**config.mk**
```make
export PLATFORM = sky130hd
export DESIGN_NAME = coeff_rom_arbiter
export DESIGN_NICKNAME = d
export VERILOG_FILES = /design/src/rtl/coeff_rom_arbiter.sv
export SDC_FILE = /design/constraint.sdc
export NUM_CORES = 1
export LEC_CHECK = 0
export BUFFER_PORTS_ARGS = -buffer_cell sky130_fd_sc_hd__buf_2
export CORE_MARGIN = 2
export CORE_UTILIZATION = 50
export CTS_CLUSTER_SIZE = 12
export DETAILED_ROUTE_END_ITERATION = 8
export GPL_TIMING_DRIVEN = 0
export PLACE_DENSITY = 0.85
export SETUP_SLACK_MARGIN = 0.5
export SLEW_MARGIN = 20
export SYNTH_ARGS = -nofsm -noshare
export SYNTH_HDL_FRONTEND = slang
export SYNTH_SLANG_ARGS = --single-unit
export TNS_END_PERCENT = 5
```
**constraint.sdc**
```tcl
create_clock -name clk -period 4.5 [get_ports clk]
set_clock_uncertainty 0.1 [all_clocks]
set_input_delay 0.45 -clock clk [delete_from_list [all_inputs] [get_ports clk]]
set_output_delay 0.45 -clock clk [all_outputs]
set_load 0.05 [all_outputs]
```
**src/rtl/coeff_rom_arbiter.sv**
```systemverilog
// Two-port round-robin arbiter in front of a dual-port coefficient ROM, with a per-port
// tag pipeline that re-attaches requester ID and range error to the returning data.
// Build option COEFF_ARB_FIXED_PRIO_EN replaces round-robin with fixed priority (index 0 highest).
module coeff_rom_arbiter #(
   parameter int NUM_REQ   = 4,
   parameter int ADDR_W    = 4,
   parameter int DATA_W    = 32,
   parameter int ROM_LAT   = 3,
   parameter int NUM_WORDS = 8,
   localparam int ID_W     = (NUM_REQ > 1) ? $clog2(NUM_REQ) : 1
) (
   input  logic                       clk,
   input  logic                       rst,
   input  logic [NUM_REQ-1:0]         req,
   input  logic [NUM_REQ*ADDR_W-1:0]  req_addr,
   output logic [NUM_REQ-1:0]         gnt,
   output logic [ADDR_W-1:0]          rom_addr_1,
   output logic [ADDR_W-1:0]          rom_addr_2,
   input  logic [DATA_W-1:0]          rom_data_1,
   input  logic [DATA_W-1:0]          rom_data_2,
   output logic                       rsp1_valid,
   output logic [ID_W-1:0]            rsp1_id,
   output logic                       rsp1_err,
   output logic [DATA_W-1:0]          rsp1_data,
   output logic                       rsp2_valid,
   output logic [ID_W-1:0]            rsp2_id,
   output logic                       rsp2_err,
   output logic [DATA_W-1:0]          rsp2_data,
   output logic                       busy
);

   localparam int DEPTH = ROM_LAT + 1;

   logic              p1_vld, p2_vld, p1_err, p2_err;
   logic [ID_W-1:0]   p1_id, p2_id;
   logic [ADDR_W-1:0] p1_addr, p2_addr;
   int                start;

   logic [ADDR_W-1:0] rom_addr_1_q, rom_addr_1_d, rom_addr_2_q, rom_addr_2_d;
   logic [DEPTH-1:0]  tag1_vld_q, tag1_vld_d, tag2_vld_q, tag2_vld_d;
   logic [DEPTH-1:0]  tag1_err_q, tag1_err_d, tag2_err_q, tag2_err_d;
   logic [ID_W-1:0]   tag1_id_q [DEPTH];
   logic [ID_W-1:0]   tag1_id_d [DEPTH];
   logic [ID_W-1:0]   tag2_id_q [DEPTH];
   logic [ID_W-1:0]   tag2_id_d [DEPTH];

`ifndef COEFF_ARB_FIXED_PRIO_EN
   logic [ID_W-1:0]   rr_ptr_q, rr_ptr_d;
`endif

   // Stage 0: arbitration. Requesters are visited in order of distance from the scan start.
   always_comb begin
      gnt     = '0;
      p1_vld  = 1'b0;
      p2_vld  = 1'b0;
      p1_id   = '0;
      p2_id   = '0;
      p1_addr = '0;
      p2_addr = '0;
`ifdef COEFF_ARB_FIXED_PRIO_EN
      start   = 0;
`else
      start   = int'(rr_ptr_q);
`endif
      for (int d = 0; d < NUM_REQ; d++) begin
         for (int i = 0; i < NUM_REQ; i++) begin
            if (!rst && req[i] && (((i - start + NUM_REQ) % NUM_REQ) == d)) begin
               if (!p1_vld) begin
                  p1_vld  = 1'b1;
                  p1_id   = ID_W'(i);
                  p1_addr = req_addr[i*ADDR_W +: ADDR_W];
                  gnt[i]  = 1'b1;
               end else if (!p2_vld) begin
                  p2_vld  = 1'b1;
                  p2_id   = ID_W'(i);
                  p2_addr = req_addr[i*ADDR_W +: ADDR_W];
                  gnt[i]  = 1'b1;
               end
            end
         end
      end
      p1_err = p1_vld && (int'(p1_addr) >= NUM_WORDS);
      p2_err = p2_vld && (int'(p2_addr) >= NUM_WORDS);
   end

`ifndef COEFF_ARB_FIXED_PRIO_EN
   always_comb begin
      rr_ptr_d = rr_ptr_q;
      if (p2_vld)
         rr_ptr_d = ID_W'((int'(p2_id) + 1) % NUM_REQ);
      else if (p1_vld)
         rr_ptr_d = ID_W'((int'(p1_id) + 1) % NUM_REQ);
   end

   always_ff @(posedge clk) begin
      if (rst) rr_ptr_q <= '0;
      else     rr_ptr_q <= rr_ptr_d;
   end
`endif

   // Stage 1..DEPTH: address register and tag shift chain, aligned with the ROM data path.
   always_comb begin
      rom_addr_1_d = p1_vld ? p1_addr : rom_addr_1_q;
      rom_addr_2_d = p2_vld ? p2_addr : rom_addr_2_q;
      tag1_vld_d   = {tag1_vld_q[DEPTH-2:0], p1_vld};
      tag2_vld_d   = {tag2_vld_q[DEPTH-2:0], p2_vld};
      tag1_err_d   = {tag1_err_q[DEPTH-2:0], p1_err};
      tag2_err_d   = {tag2_err_q[DEPTH-2:0], p2_err};
      tag1_id_d[0] = p1_id;
      tag2_id_d[0] = p2_id;
      for (int k = 1; k < DEPTH; k++) begin
         tag1_id_d[k] = tag1_id_q[k-1];
         tag2_id_d[k] = tag2_id_q[k-1];
      end
   end

   always_ff @(posedge clk) begin
      if (rst) begin
         rom_addr_1_q <= '0;
         rom_addr_2_q <= '0;
         tag1_vld_q   <= '0;
         tag2_vld_q   <= '0;
      end else begin
         rom_addr_1_q <= rom_addr_1_d;
         rom_addr_2_q <= rom_addr_2_d;
         tag1_vld_q   <= tag1_vld_d;
         tag2_vld_q   <= tag2_vld_d;
      end
   end

   // Payload fields are qualified by the valid chain, so they carry no reset.
   always_ff @(posedge clk) begin
      tag1_err_q <= tag1_err_d;
      tag2_err_q <= tag2_err_d;
      tag1_id_q  <= tag1_id_d;
      tag2_id_q  <= tag2_id_d;
   end

   assign rom_addr_1 = rom_addr_1_q;
   assign rom_addr_2 = rom_addr_2_q;

   assign rsp1_valid = tag1_vld_q[DEPTH-1];
   assign rsp1_id    = rsp1_valid ? tag1_id_q[DEPTH-1] : '0;
   assign rsp1_err   = rsp1_valid & tag1_err_q[DEPTH-1];
   assign rsp1_data  = rom_data_1;

   assign rsp2_valid = tag2_vld_q[DEPTH-1];
   assign rsp2_id    = rsp2_valid ? tag2_id_q[DEPTH-1] : '0;
   assign rsp2_err   = rsp2_valid & tag2_err_q[DEPTH-1];
   assign rsp2_data  = rom_data_2;

   assign busy = (|req) | (|tag1_vld_q) | (|tag2_vld_q);

endmodule
```
==> results by group, run 1 <==
Min path
  – Hold Path End: tag1_id_d[2]$_DFF_P_
  – Tightest Hold Check Type: reg -> reg
  – Worst hold path stage count: 0
  – Hold wc startpoint: tag1_id_d[4]$_DFF_P_

Logic synthesis
  – Yosys cell types: 64
  – Synth Area per Inst: 7.60 µm²
  – Area share of the leading cell type in the synthesized netlist: 25.1%
  – Ys async rst share: 0%
  – EDFF count, synth: 0
  – #FFs+latches synth: 42
  – Post-Syn Nets: 527
  – Yosys warnings: 0
  – Seq/Total Area, Yosys: 25.1%
  – Synth Cell Area: 3350 µm²
  – Synth area leaders: dfxtp_1 (25%), buf_4 (15%), nand2_1 (5.3%), nor2_1 (4.6%), a21oi_1 (3.7%)
  – Synth Instances: 441
  – Post-synth top flop: dfxtp_1
  – Synth area leader: dfxtp_1

Run
  – Max Cap Violations: 0

Pwr
  – Seq pwr share: 26.0%
  – Gate power share: 60.7%
  – Sw frac: 50.0%
  – Max VDD drop: 0.000240 V
  – Cell internal pwr: 1.10 mW
  – Clk pwr share: 13.3%
  – Net Sw Power: 1.10 mW
  – Power per cell area: 538 nW/µm²
  – Leak Pwr: 1.84 nW

Clock network
  – CTS root buf: clkbuf_8
  – Clock Sinks: 42
  – Clock Pin Slew Worst Setup and Hold Paths: 0.08 ns
  – # H-tree levels: 2
  – CTS Buf Count: 5
  – Clock Tree Buf Depth: 2
  – Post-CTS resize count: 0
  – Number of setup buffers added after CTS: 0
  – Number of hold buffers added after CTS: 0
  – Worst skew pair latency: 0.30 ns
  – TritonCTS clock tree: yes

Drt
  – Vias: 4077
  – Final WL: 13100 µm
  – Vias/cell: 6.46
  – First drt pass iteration count: 9
  – ANT nets after route: 0
  – Post-DR wirelength/cell: 20.7 µm
  – DRC violations left: 8
  – DR iter-0 viols: 605

GRT
  – Initial antenna violation count: 0
  – Pin count of the biggest net entering global routing: 14
  – Vias in the first global route: 3653
  – First-pass GRT wire length: 19200 µm
  – Global Route Usage Sum: 33.8%
  – Total gr overflow: 0

Timing
  – Final count of negative-setup-slack endpoints: 0
  – Final Hold Vio Count: 0
  – Least-Margin Pin Slew: 1.08 ns
  – Fin crit share: 85.0%
  – Final WS setup: 0.676 ns
  – Unrepaired setup endpoints after global routing: no
  – Min Tclk post-route: 3.82 ns
  – Fmax: 0.262 GHz
  – Final TNS setup: 0 ns
  – Relative slew slack: 26.9%
  – Pins over their slew limit: 0

Outcome
  – Outcome: complete, but fails checks
  – Failing checks: design-rule violations

Cells and area
  – Highest-count cells in the layout ignoring fill and taps: buf_2 (110), buf_4 (65), nand2_1 (47)
  – Most common cell after layout, fill and taps aside: buf_2
  – Fraction of layout cells with a size suffix above 1: 36.1%
  – Fin cells: 631
  – Fill count: 567
  – Layout Nets: 639
  – Area of the multi-input gates: 1940 µm²
  – Area added between synthesis and finish: 22.4%
  – Layout Utilization: 63.9%
  – Sequential cell area: 841 µm²
  – ANT cells: 0

Placement
  – Post-DP HPWL: 9980 µm
  – Worst slack at placement: 0.813 ns
  – Placed Instances: 623
  – Port Buffers: 105
  – Placer Congestion: 1.04

Setup path
  – Worst R2R Path Depth: 9
  – Reg2Reg Setup Slack: 1.00 ns
  – Worst setup SP type: flop
  – FF-to-FF Start: rr_ptr_q[1]$_SDFFE_PP0P_
  – FF-to-FF End: rr_ptr_q[1]$_SDFFE_PP0P_
  – Largest fanout on the critical path: 10
  – Crit Path Category: reg -> out
  – CP Data Required Time: 3.95 ns
  – Data arrival, critical path: 3.27 ns
  – Element type at the critical path end: output port

Die
  – Die Area: 7380 µm²
  – # IOs: 171
  – Initial Utilization: 52.2%
  – Num rows: 29
  – Die X: 85.9 µm
  – Core box area: 6420 µm²
  – Die span in y: 85.9 µm
## through the flow
step                      power [mW]  hold WS, ns  area [µm²]
after floorplan                 1.52        0.210        3350
after global placement          1.85        0.210        3980
after detailed placement        1.86        0.212        3980
after CTS                       2.16        0.227        4090
after global routing            2.29        0.234        4100
final                           2.21        0.229        4100
## critical path: stages (launching register included)
cell and delay, ns:
dfxtp_1 0.33, buf_6 0.15, mux2i_4 0.27, nor2_2 0.10
o41a_1 0.48, nor4_4 0.65, nand2_1 0.33, a311oi_1 0.34
buf_2 0.31
## routing by layer
| layer | vias to the layer above | share of wire (%) | track usage (%) |
|---|---|---|---|
| li1 | 1785 | - | - |
| met1 | 1838 | 36 | 43.1 |
| met2 | 385 | 45 | 54.1 |
| met3 | 69 | 14 | 7.51 |
| met4 | 0 | 5.5 | 15.4 |
| met5 | - | 0 | 0 |
## sequential cells by signal, indices dropped and copies added, names as in the netlist
| name | flops |
|---|---|
| tag1_id_d | 6 |
| tag2_id_d | 6 |
| rom_addr_1 | 4 |
| rom_addr_2 | 4 |
| tag1_err_q | 4 |
| tag1_vld_q | 4 |
| tag2_err_q | 4 |
| tag2_vld_q | 4 |
| rr_ptr_q | 2 |
| tag1_id_q | 2 |
| tag2_id_q | 2 |
## synthesized netlist by cell type (3+ instances only)
cell,number
a31oi_1,5
or2_2,4
o31ai_1,5
clkbuf_1,8
nor3_1,10
o221ai_1,3
or3_1,5
nor2_1,41
nand2_1,47
dfxtp_1,42
o21ai_0,17
a21oi_1,25
a2111oi_0,3
o22a_1,4
and3_1,8
mux2i_1,7
a221oi_1,4
o21bai_1,3
a211oi_1,7
buf_4,65
nand4_1,3
inv_1,3
a22o_1,3
nand3_1,15
nor2b_1,13
a32oi_1,9
buf_2,5
a22oi_1,13
nor4_1,4
and2_1,8
a221o_1,3
nand2b_1,10
## power groups by stage
stage | registers [mW] | clock network [mW] | logic, mW
global placement | 0.578 | 0 | 1.27
CTS | 0.576 | 0.295 | 1.28
detailed placement | 0.585 | 0 | 1.28
floorplan | 0.686 | 0 | 0.834
finish | 0.574 | 0.294 | 1.34
global route | 0.589 | 0.313 | 1.39
## cells by family after synthesis
group	Yosys count	share of synthesized area, %
and+or+nand+nor	175	26.4
AOI/OAI and AO/OA	126	27.0
buffers and inverters	86	17.6
DFF	42	25.1
muxes	10	3.43
xor gates and xnor gates	2	0.522
## area by class of cell
cell class	count	share of cell area, %
multi-input cells	313	47.3
clock buffers	6	1.77
flip-flops and latches	42	20.5
repair buffers	105	12.8
well taps	77	2.35
plain buffers	83	14.1
clock inverters	2	0.915
inverters	3	0.274
## worst max path at each step
stage          endpoint  cells past startpoint  slack [ns]                     start
2_1_floorplan    gnt[0]                      7        0.63                    req[0]
3_3_place_gp     gnt[3]                      9        0.83                    req[3]
3_5_place_dp     gnt[3]                      9        0.81                    req[3]
4_1_cts          gnt[3]                      8        0.54  rr_ptr_q[1]$_SDFFE_PP0P_
5_1_grt          gnt[0]                      8        0.61  rr_ptr_q[0]$_SDFFE_PP0P_
6_report         gnt[0]                      8        0.68  rr_ptr_q[0]$_SDFFE_PP0P_
(Power assumes the default switching activity.)
==> inputs of run 2 (changes only) <==
--- a/config.mk
+++ b/config.mk
@@ -5,13 +5,14 @@
 export SDC_FILE = /design/constraint.sdc
 export NUM_CORES = 1
 export LEC_CHECK = 0
+export ABC_AREA = 1
 export BUFFER_PORTS_ARGS = -buffer_cell sky130_fd_sc_hd__buf_2
 export CORE_MARGIN = 2
-export CORE_UTILIZATION = 50
+export CORE_UTILIZATION = 43
 export CTS_CLUSTER_SIZE = 12
 export DETAILED_ROUTE_END_ITERATION = 8
 export GPL_TIMING_DRIVEN = 0
-export PLACE_DENSITY = 0.85
+export PLACE_DENSITY = 0.76
 export SETUP_SLACK_MARGIN = 0.5
 export SLEW_MARGIN = 20
 export SYNTH_ARGS = -nofsm -noshare
==> constraint.sdc (replaced) <==
create_clock -name clk -period 3.45 [get_ports clk]
set_clock_uncertainty 0.1 [all_clocks]
set_input_delay 0.345 -clock clk [delete_from_list [all_inputs] [get_ports clk]]
set_output_delay 0.345 -clock clk [all_outputs]
set_load 0.05 [all_outputs]
==> results by group, run 2 <==
Outcome
  – Outcome: finished clean

Logic synthesis
  – EDFF count, synth: 0 (unchanged)
  – Ys async rst share: 0% (unchanged)
  – Synth area leader: dfxtp_1
  – Synth Cell Area: 3530 µm² (+5.2%)
  – Top-count cell post-synth: nand2_1
  – Synth area leaders: dfxtp_1 (24%), buf_4 (14%), nand2_1 (12%), inv_1 (7.4%), nor2_1 (6.1%)
  – Post-synth top flop: dfxtp_1
  – Synth top cells by count: nand2_1 (109), inv_1 (70), buf_4 (65), nor2_1 (57), dfxtp_1 (42)
  – Yosys cell types: 40 (-38%)
  – #FFs+latches synth: 42 (unchanged)
  – Area share of the leading cell type in the synthesized netlist: 23.8% (-1.2 points)
  – Seq/Total Area, Yosys: 23.8% (-1.2 points)
  – Synth Area per Inst: 6.49 µm² (-15%)
  – Post-Syn Nets: 630 (+20%)
  – Synth Instances: 544 (+23%)
  – Yosys warnings: 0 (unchanged)

GRT
  – Pin count of the biggest net entering global routing: 14 (unchanged)
  – Total gr overflow: 0 (unchanged)
  – Initial antenna violation count: 0 (unchanged)
  – Global Route Usage Sum: 26.1% (-7.7 points)
  – Vias in the first global route: 3634 (-0.52%)
  – First-pass GRT wire length: 18100 µm (-6.1%)

Clock network
  – # H-tree levels: 2 (unchanged)
  – Clock Sinks: 42 (unchanged)
  – Clock Pin Slew Worst Setup and Hold Paths: 0.08 ns (about the same)
  – Worst skew pair latency: 0.29 ns (about the same)
  – Clock Tree Buf Depth: 2 (unchanged)
  – CTS Buf Count: 5 (unchanged)
  – TritonCTS clock tree: yes
  – CTS root buf: clkbuf_8

Placement
  – Placed Instances: 754 (+21%)
  – Port Buffers: 105 (unchanged)
  – Placer Congestion: 0.990 (-4.6%)
  – Worst slack at placement: 0.257 ns (-0.556 ns)
  – Post-DP HPWL: 9260 µm (-7.3%)

Die
  – Initial Utilization: 43.6% (-8.6 points)
  – Die span in y: 94.6 µm (+10%)
  – # IOs: 171 (unchanged)
  – Die X: 94.6 µm (+10%)
  – Die Area: 8950 µm² (+21%)
  – Num rows: 33 (+14%)
  – Core box area: 8090 µm² (+26%)

Pwr
  – Max VDD drop: 0.000265 V (+10%)
  – Seq pwr share: 25.4% (-0.6 points)
  – Gate power share: 63.8% (+3.1 points)
  – Cell internal pwr: 1.51 mW (+37%)
  – Net Sw Power: 1.50 mW (+36%)
  – Leak Pwr: 2.60 nW (+42%)
  – Total power: 3.01 mW (+37%)
  – Clk pwr share: 10.8% (-2.5 points)
  – Sw frac: 49.8% (-0.25 points)
  – Power per cell area: 642 nW/µm² (+19%)

Cells and area
  – Sequential cell area: 848 µm² (+0.89%)
  – Fin cells: 797 (+26%)
  – Area added between synthesis and finish: 32.9%
  – Most common cell after layout, fill and taps aside: nand2_1
  – Area of the multi-input gates: 2000 µm² (+3.1%)
  – Highest-count cells in the layout ignoring fill and taps: nand2_1 (106), buf_4 (101), buf_2 (101)
  – Layout Nets: 777 (+22%)
  – Fraction of layout cells with a size suffix above 1: 42.1% (+6.0 points)
  – Fill count: 795 (+40%)
  – ANT cells: 0 (unchanged)

Timing
  – Pins over their slew limit: 0 (unchanged)
  – Final WS setup: 0.434 ns (-0.242 ns)
  – Relative slew slack: 61.7% (+35 points)
  – Min Tclk post-route: 3.02 ns
  – Least-Margin Pin Slew: 0.572 ns (-0.513 ns)
  – Final TNS setup: 0 ns (unchanged)
  – Unrepaired setup endpoints after global routing: yes
  – Fmax: 0.332 GHz
  – Fin crit share: 87.4%
  – Final Hold Vio Count: 0 (unchanged)
  – Final count of negative-setup-slack endpoints: 0 (unchanged)

Drt
  – DR iter-0 viols: 292 (-52%)
  – First drt pass iteration count: 5 (-4)
  – Vias: 4146 (+1.7%)
  – Vias/cell: 5.20 (-19%)
  – Final WL: 12100 µm (-7.7%)
  – Post-DR wirelength/cell: 15.1 µm (-27%)
  – ANT nets after route: 0 (unchanged)
  – DRC violations left: 0 (-8)

Setup path
  – Element type at the critical path end: output port
  – Data arrival, critical path: 2.57 ns (-0.70 ns)
  – Crit Path Category: reg -> out
  – Largest fanout on the critical path: 6 (-4)
  – Worst setup SP type: flop
  – CP Data Required Time: 3.00 ns (-0.95 ns)

Run
  – Max Cap Violations: 0 (unchanged)

Min path
  – Tightest Hold Check Type: in -> reg
-- run 2: cell count changes after synthesis, sizes merged, moves of 8 or more --
cell	before	now
nor2	42	78
mux2i	8	0
nor2b	14	0
and3	8	0
a22oi	13	0
inv	3	81
nand3	15	34
o21ai	17	42
nand2b	10	0
buf	74	65
a32oi	9	0
clkbuf	9	1
and2	8	0
nand2	47	125
-- run 2: worst paths after layout --
| path | from | endpoint | slack, ns | cells past startpoint |
|---|---|---|---|---|
| min | rst | rom_addr_2[0]$_SDFFE_PP0N_ | 0.20 | 2 |
| min reg2reg | tag2_id_d[3]$_DFF_P_ | tag2_id_d[1]$_DFF_P_ | 0.23 | 0 |
| max | rr_ptr_q[1]$_SDFFE_PP0P_ | gnt[0] | 0.43 | 14 |
| max reg2reg | rr_ptr_q[1]$_SDFFE_PP0P_ | rr_ptr_q[1]$_SDFFE_PP0P_ | 0.52 | 20 |
-- run 2: timing repair --
action / 4_1_cts / 5_1_grt
pin swaps: 13 / 15
endpoints found under the setup margin: 4 / 11
hold buffers: 0 / 0
buffers inserted: 21 / 14
resized for setup: 29 / 11
-- run 2: power by group through the flow --
stage	Combinational, mW	Clock, mW	Sequential, mW
3_3_place_gp	1.61	0	0.755
5_1_grt	2.08	0.352	0.784
3_5_place_dp	1.62	0	0.764
6_report	1.92	0.324	0.765
4_1_cts	1.80	0.329	0.762
2_1_floorplan	1.16	0	0.869
-- run 2: logic make-up (layout without fill, tap and decap cells) --
group	count (synthesis)	after routing	share of synthesized area, %
AND/OR/NAND/NOR	254	254	36.9
buffers and inverters	147	295	22.6
AO/OA/AOI/OAI	101	101	16.7
flip-flops	42	42	23.8
-- run 2: critical path, stage by stage (launching register included) --
cell	delay [ns]
dfxtp_4	0.43
nor2_4	0.06
nand2_4	0.11
nand2_4	0.07
nor2_8	0.16
nand4_4	0.20
nor2_4	0.21
buf_4	0.13
nor2_1	0.05
nor2_2	0.14
nand3_2	0.15
nor2_4	0.14
nand2_1	0.07
o2111ai_1	0.11
buf_4	0.24
-- run 2: through the flow --
step | utilization (%) | hold WS (ns) | cell area [µm²]
floorplan | - | 0.210 | 3530
global placement | 51.8 | 0.210 | 4190
detailed placement | 51.8 | 0.212 | 4190
CTS | 56.1 | 0.204 | 4540
global route | 58.0 | 0.205 | 4690
finish | 58.0 | 0.202 | 4690
-- run 2: per-layer routing --
layer  part of all wire [%]  vias to the layer above  track usage [%]
li1                       -                     1996                -
met1                     38                     1856             31.7
met2                     49                      262             46.2
met3                     10                       32             5.99
met4                    3.0                        0             6.76
met5                      0                        -                0
-- run 2: area by class of cell --
| class | instances | share of cell area, % |
|---|---|---|
| clock inverters | 2 | 0.267 |
| multi-input cells | 355 | 42.7 |
| well taps | 105 | 2.80 |
| clock buffers | 6 | 1.76 |
| plain buffers | 66 | 10.5 |
| flip-flops and latches | 42 | 18.1 |
| repair buffers | 140 | 17.3 |
| inverters | 81 | 6.70 |
==> inputs of run 3 (changes only) <==
--- a/config.mk
+++ b/config.mk
@@ -12,7 +12,7 @@
 export CTS_CLUSTER_SIZE = 12
 export DETAILED_ROUTE_END_ITERATION = 8
 export GPL_TIMING_DRIVEN = 0
-export PLACE_DENSITY = 0.76
+export PLACE_DENSITY = 0.81
 export SETUP_SLACK_MARGIN = 0.5
 export SLEW_MARGIN = 20
 export SYNTH_ARGS = -nofsm -noshare
==> results by group, run 3 (same netlist as run 2, synthesis figures left out) <==
Setup path
  – Crit-path slowest cell: a211oi_1
  – Cell breakdown of the critical path: inv_4 > nand2_1 > nor2_4 > inv_1 > nand3_1 > nand2_2 > nand3_4 > nor2_4 > a211oi_1 > o21ai_4 > buf_6
  – Crit path buf inv count: 3 (+1)
  – Element type at the critical path end: output port
  – Worst setup SP type: flop
  – Largest fanout on the critical path: 7 (+1)
  – Crit Path Category: reg -> out
  – CP Data Required Time: 3.00 ns (about the same)
  – Data arrival, critical path: 2.55 ns (-0.02 ns)
  – Most used cell, CP: nor2_4
  – CP max stage delay: 0.40 ns (-0.03 ns)
  – Delay-heaviest family, CP: simple AND/OR/NAND/NOR gates

Die
  – Initial Utilization: 43.6% (unchanged)
  – Num rows: 33 (unchanged)
  – Die span in y: 94.6 µm (unchanged)
  – Die Area: 8950 µm² (unchanged)
  – Core box area: 8090 µm² (unchanged)
  – Die X: 94.6 µm (unchanged)
  – # IOs: 171 (unchanged)

GRT
  – Total gr overflow: 0 (unchanged)
  – Global Route Usage Sum: 26.6% (+0.50 points)
  – Initial antenna violation count: 0 (unchanged)
  – Vias in the first global route: 3646 (+0.33%)
  – Pin count of the biggest net entering global routing: 14 (unchanged)
  – First-pass GRT wire length: 18300 µm (+1.3%)

Outcome
  – Outcome: finished clean

Drt
  – First drt pass iteration count: 6 (+1)
  – Final WL: 12200 µm (+0.91%)
  – DRC violations left: 0 (unchanged)
  – Post-DR wirelength/cell: 15.5 µm (+2.7%)
  – Vias: 4148 (+0.048%)
  – Vias/cell: 5.30 (+1.8%)
  – DR iter-0 viols: 387 (+33%)
  – ANT nets after route: 0 (unchanged)

Clock network
  – TritonCTS clock tree: yes
  – Clock Pin Slew Worst Setup and Hold Paths: 0.08 ns (about the same)
  – CTS root buf: clkbuf_8
  – Worst skew pair latency: 0.30 ns (about the same)
  – Clock Tree Buf Depth: 2 (unchanged)
  – Clock Sinks: 42 (unchanged)
  – CTS Buf Count: 5 (unchanged)
  – Number of hold buffers added after CTS: 0 (unchanged)
  – # H-tree levels: 2 (unchanged)

Timing
  – Final Hold Vio Count: 0 (unchanged)
  – Unrepaired setup endpoints after global routing: yes
  – Min Tclk post-route: 2.99 ns (-0.0235 ns)
  – Final count of negative-setup-slack endpoints: 0 (unchanged)
  – Pins over their slew limit: 0 (unchanged)
  – Least-Margin Pin Slew: 0.585 ns (+0.0126 ns)
  – Fin crit share: 86.7% (-0.68 points)
  – Fmax: 0.334 GHz (+0.79%)
  – Final TNS setup: 0 ns (unchanged)
  – Relative slew slack: 60.9% (-0.85 points)

Cells and area
  – ANT cells: 0 (unchanged)
  – Area added between synthesis and finish: 32.6%
  – Fraction of layout cells with a size suffix above 1: 41.9% (-0.16 points)
  – Highest-count cells in the layout ignoring fill and taps: nand2_1 (106), buf_2 (101), buf_4 (86)
  – Most common cell after layout, fill and taps aside: nand2_1
  – Layout Nets: 763 (-1.8%)
  – Fill count: 755 (-5.0%)
  – Post-route cell area: 4680 µm² (-0.24%)

Pwr
  – Seq pwr share: 25.0% (-0.4 points)
  – Total power: 3.07 mW (+1.8%)
  – Net Sw Power: 1.52 mW (+1.5%)
  – Max VDD drop: 0.000214 V (-19%)
  – Sw frac: 49.6% (-0.16 points)
  – Gate power share: 62.8% (-1.0 points)
  – Cell internal pwr: 1.54 mW (+2.1%)
  – Clk pwr share: 12.2% (+1.4 points)
  – Leak Pwr: 2.58 nW (-0.74%)
  – Power per cell area: 655 nW/µm² (+2.1%)

Placement
  – Placed Instance Area: 4190 µm² (unchanged)
  – Port Buffers: 105 (unchanged)
  – Post-DP HPWL: 9230 µm (-0.31%)
  – Placer Congestion: 0.993 (+0.36%)

Run
  – Max Cap Violations: 0 (unchanged)

Min path
  – Tightest Hold Check Type: in -> reg
-- run 3: changes by cell type in the layout (fill, tap and decap cells not counted), moves of 2 or more --
cell / change
nand3_1: -2
nand3_2: +2
o21ai_2: -2
nor2_4: +3
nor2_1: -4
buf_4: -15
o21ai_4: +2
-- run 3: repair_timing --
action | 4_1_cts | 5_1_grt
setup endpoints to repair | 4 | 10
pin swaps | 13 | 13
resized for setup | 34 | 19
endpoints found under the hold margin | 0 | 0
buffers inserted | 18 | 3
-- run 3: final cells by class --
type | instances | area [µm²] | share of cell area, %
inverter | 81 | 312 | 6.66
clock buffer | 5 | 68.8 | 1.47
clock inverter | 3 | 40.0 | 0.856
tap | 105 | 131 | 2.81
timing repair buffer | 126 | 717 | 15.3
sequential | 42 | 848 | 18.1
buffer | 66 | 492 | 10.5
multi-input combinational | 355 | 2070 | 44.3
-- run 3: worst reg2reg max path, cell delays in order (launching register included) --
cell     delay (ns)
dfxtp_4        0.39
nand2_4        0.11
inv_2          0.05
nand2_4        0.08
nand2_4        0.08
nor2_8         0.14
nand4_4        0.17
nor2_4         0.20
buf_12         0.13
nand4_4        0.11
nor2_1         0.36
inv_1          0.16
o21ai_0        0.19
inv_1          0.06
nand2_1        0.06
nand4_1        0.07
a21oi_1        0.15
nor2_1         0.05
-- run 3: stage by stage --
stage,hold WS [ns],util [%],setup slack (ns),instances
after floorplan,0.210,-,0.437,544
after global placement,0.210,51.8,0.261,754
after detailed placement,0.212,51.8,0.269,754
after CTS,0.188,56.5,0.429,780
after global routing,0.197,57.8,0.339,783
final,0.194,57.8,0.458,783
-- run 3: power by group through the flow --
stage | sequential [mW] | clock, mW | combinational, mW
2_1_floorplan | 0.869 | 0 | 1.16
3_3_place_gp | 0.752 | 0 | 1.61
3_5_place_dp | 0.761 | 0 | 1.62
4_1_cts | 0.761 | 0.380 | 1.83
5_1_grt | 0.781 | 0.399 | 2.08
6_report | 0.766 | 0.375 | 1.93
-- run 3: worst paths after layout --
path / startpoint / slack, ns / cells after the start / endpoint
setup / recovery: rr_ptr_q[0]$_SDFFE_PP0P_ / 0.46 / 11 / gnt[3]
hold / removal: rst / 0.19 / 2 / rom_addr_2[0]$_SDFFE_PP0N_
setup reg to reg: rr_ptr_q[0]$_SDFFE_PP0P_ / 0.64 / 17 / rom_addr_1[0]$_SDFFE_PP0P_
hold reg to reg: tag2_id_d[3]$_DFF_P_ / 0.22 / 0 / tag2_id_d[1]$_DFF_P_
-- run 3: per-layer routing --
metal / GRT usage, % / share of wire (%) / routed length (µm) / up-vias
met5: 0 / 0 / 0 / -
met4: 10.9 / 5.7 / 690 / 0
met3: 4.47 / 9.2 / 1110 / 71
met2: 45.5 / 46 / 5580 / 284
met1: 33.0 / 39 / 4790 / 1827
li1: - / - / - / 1966
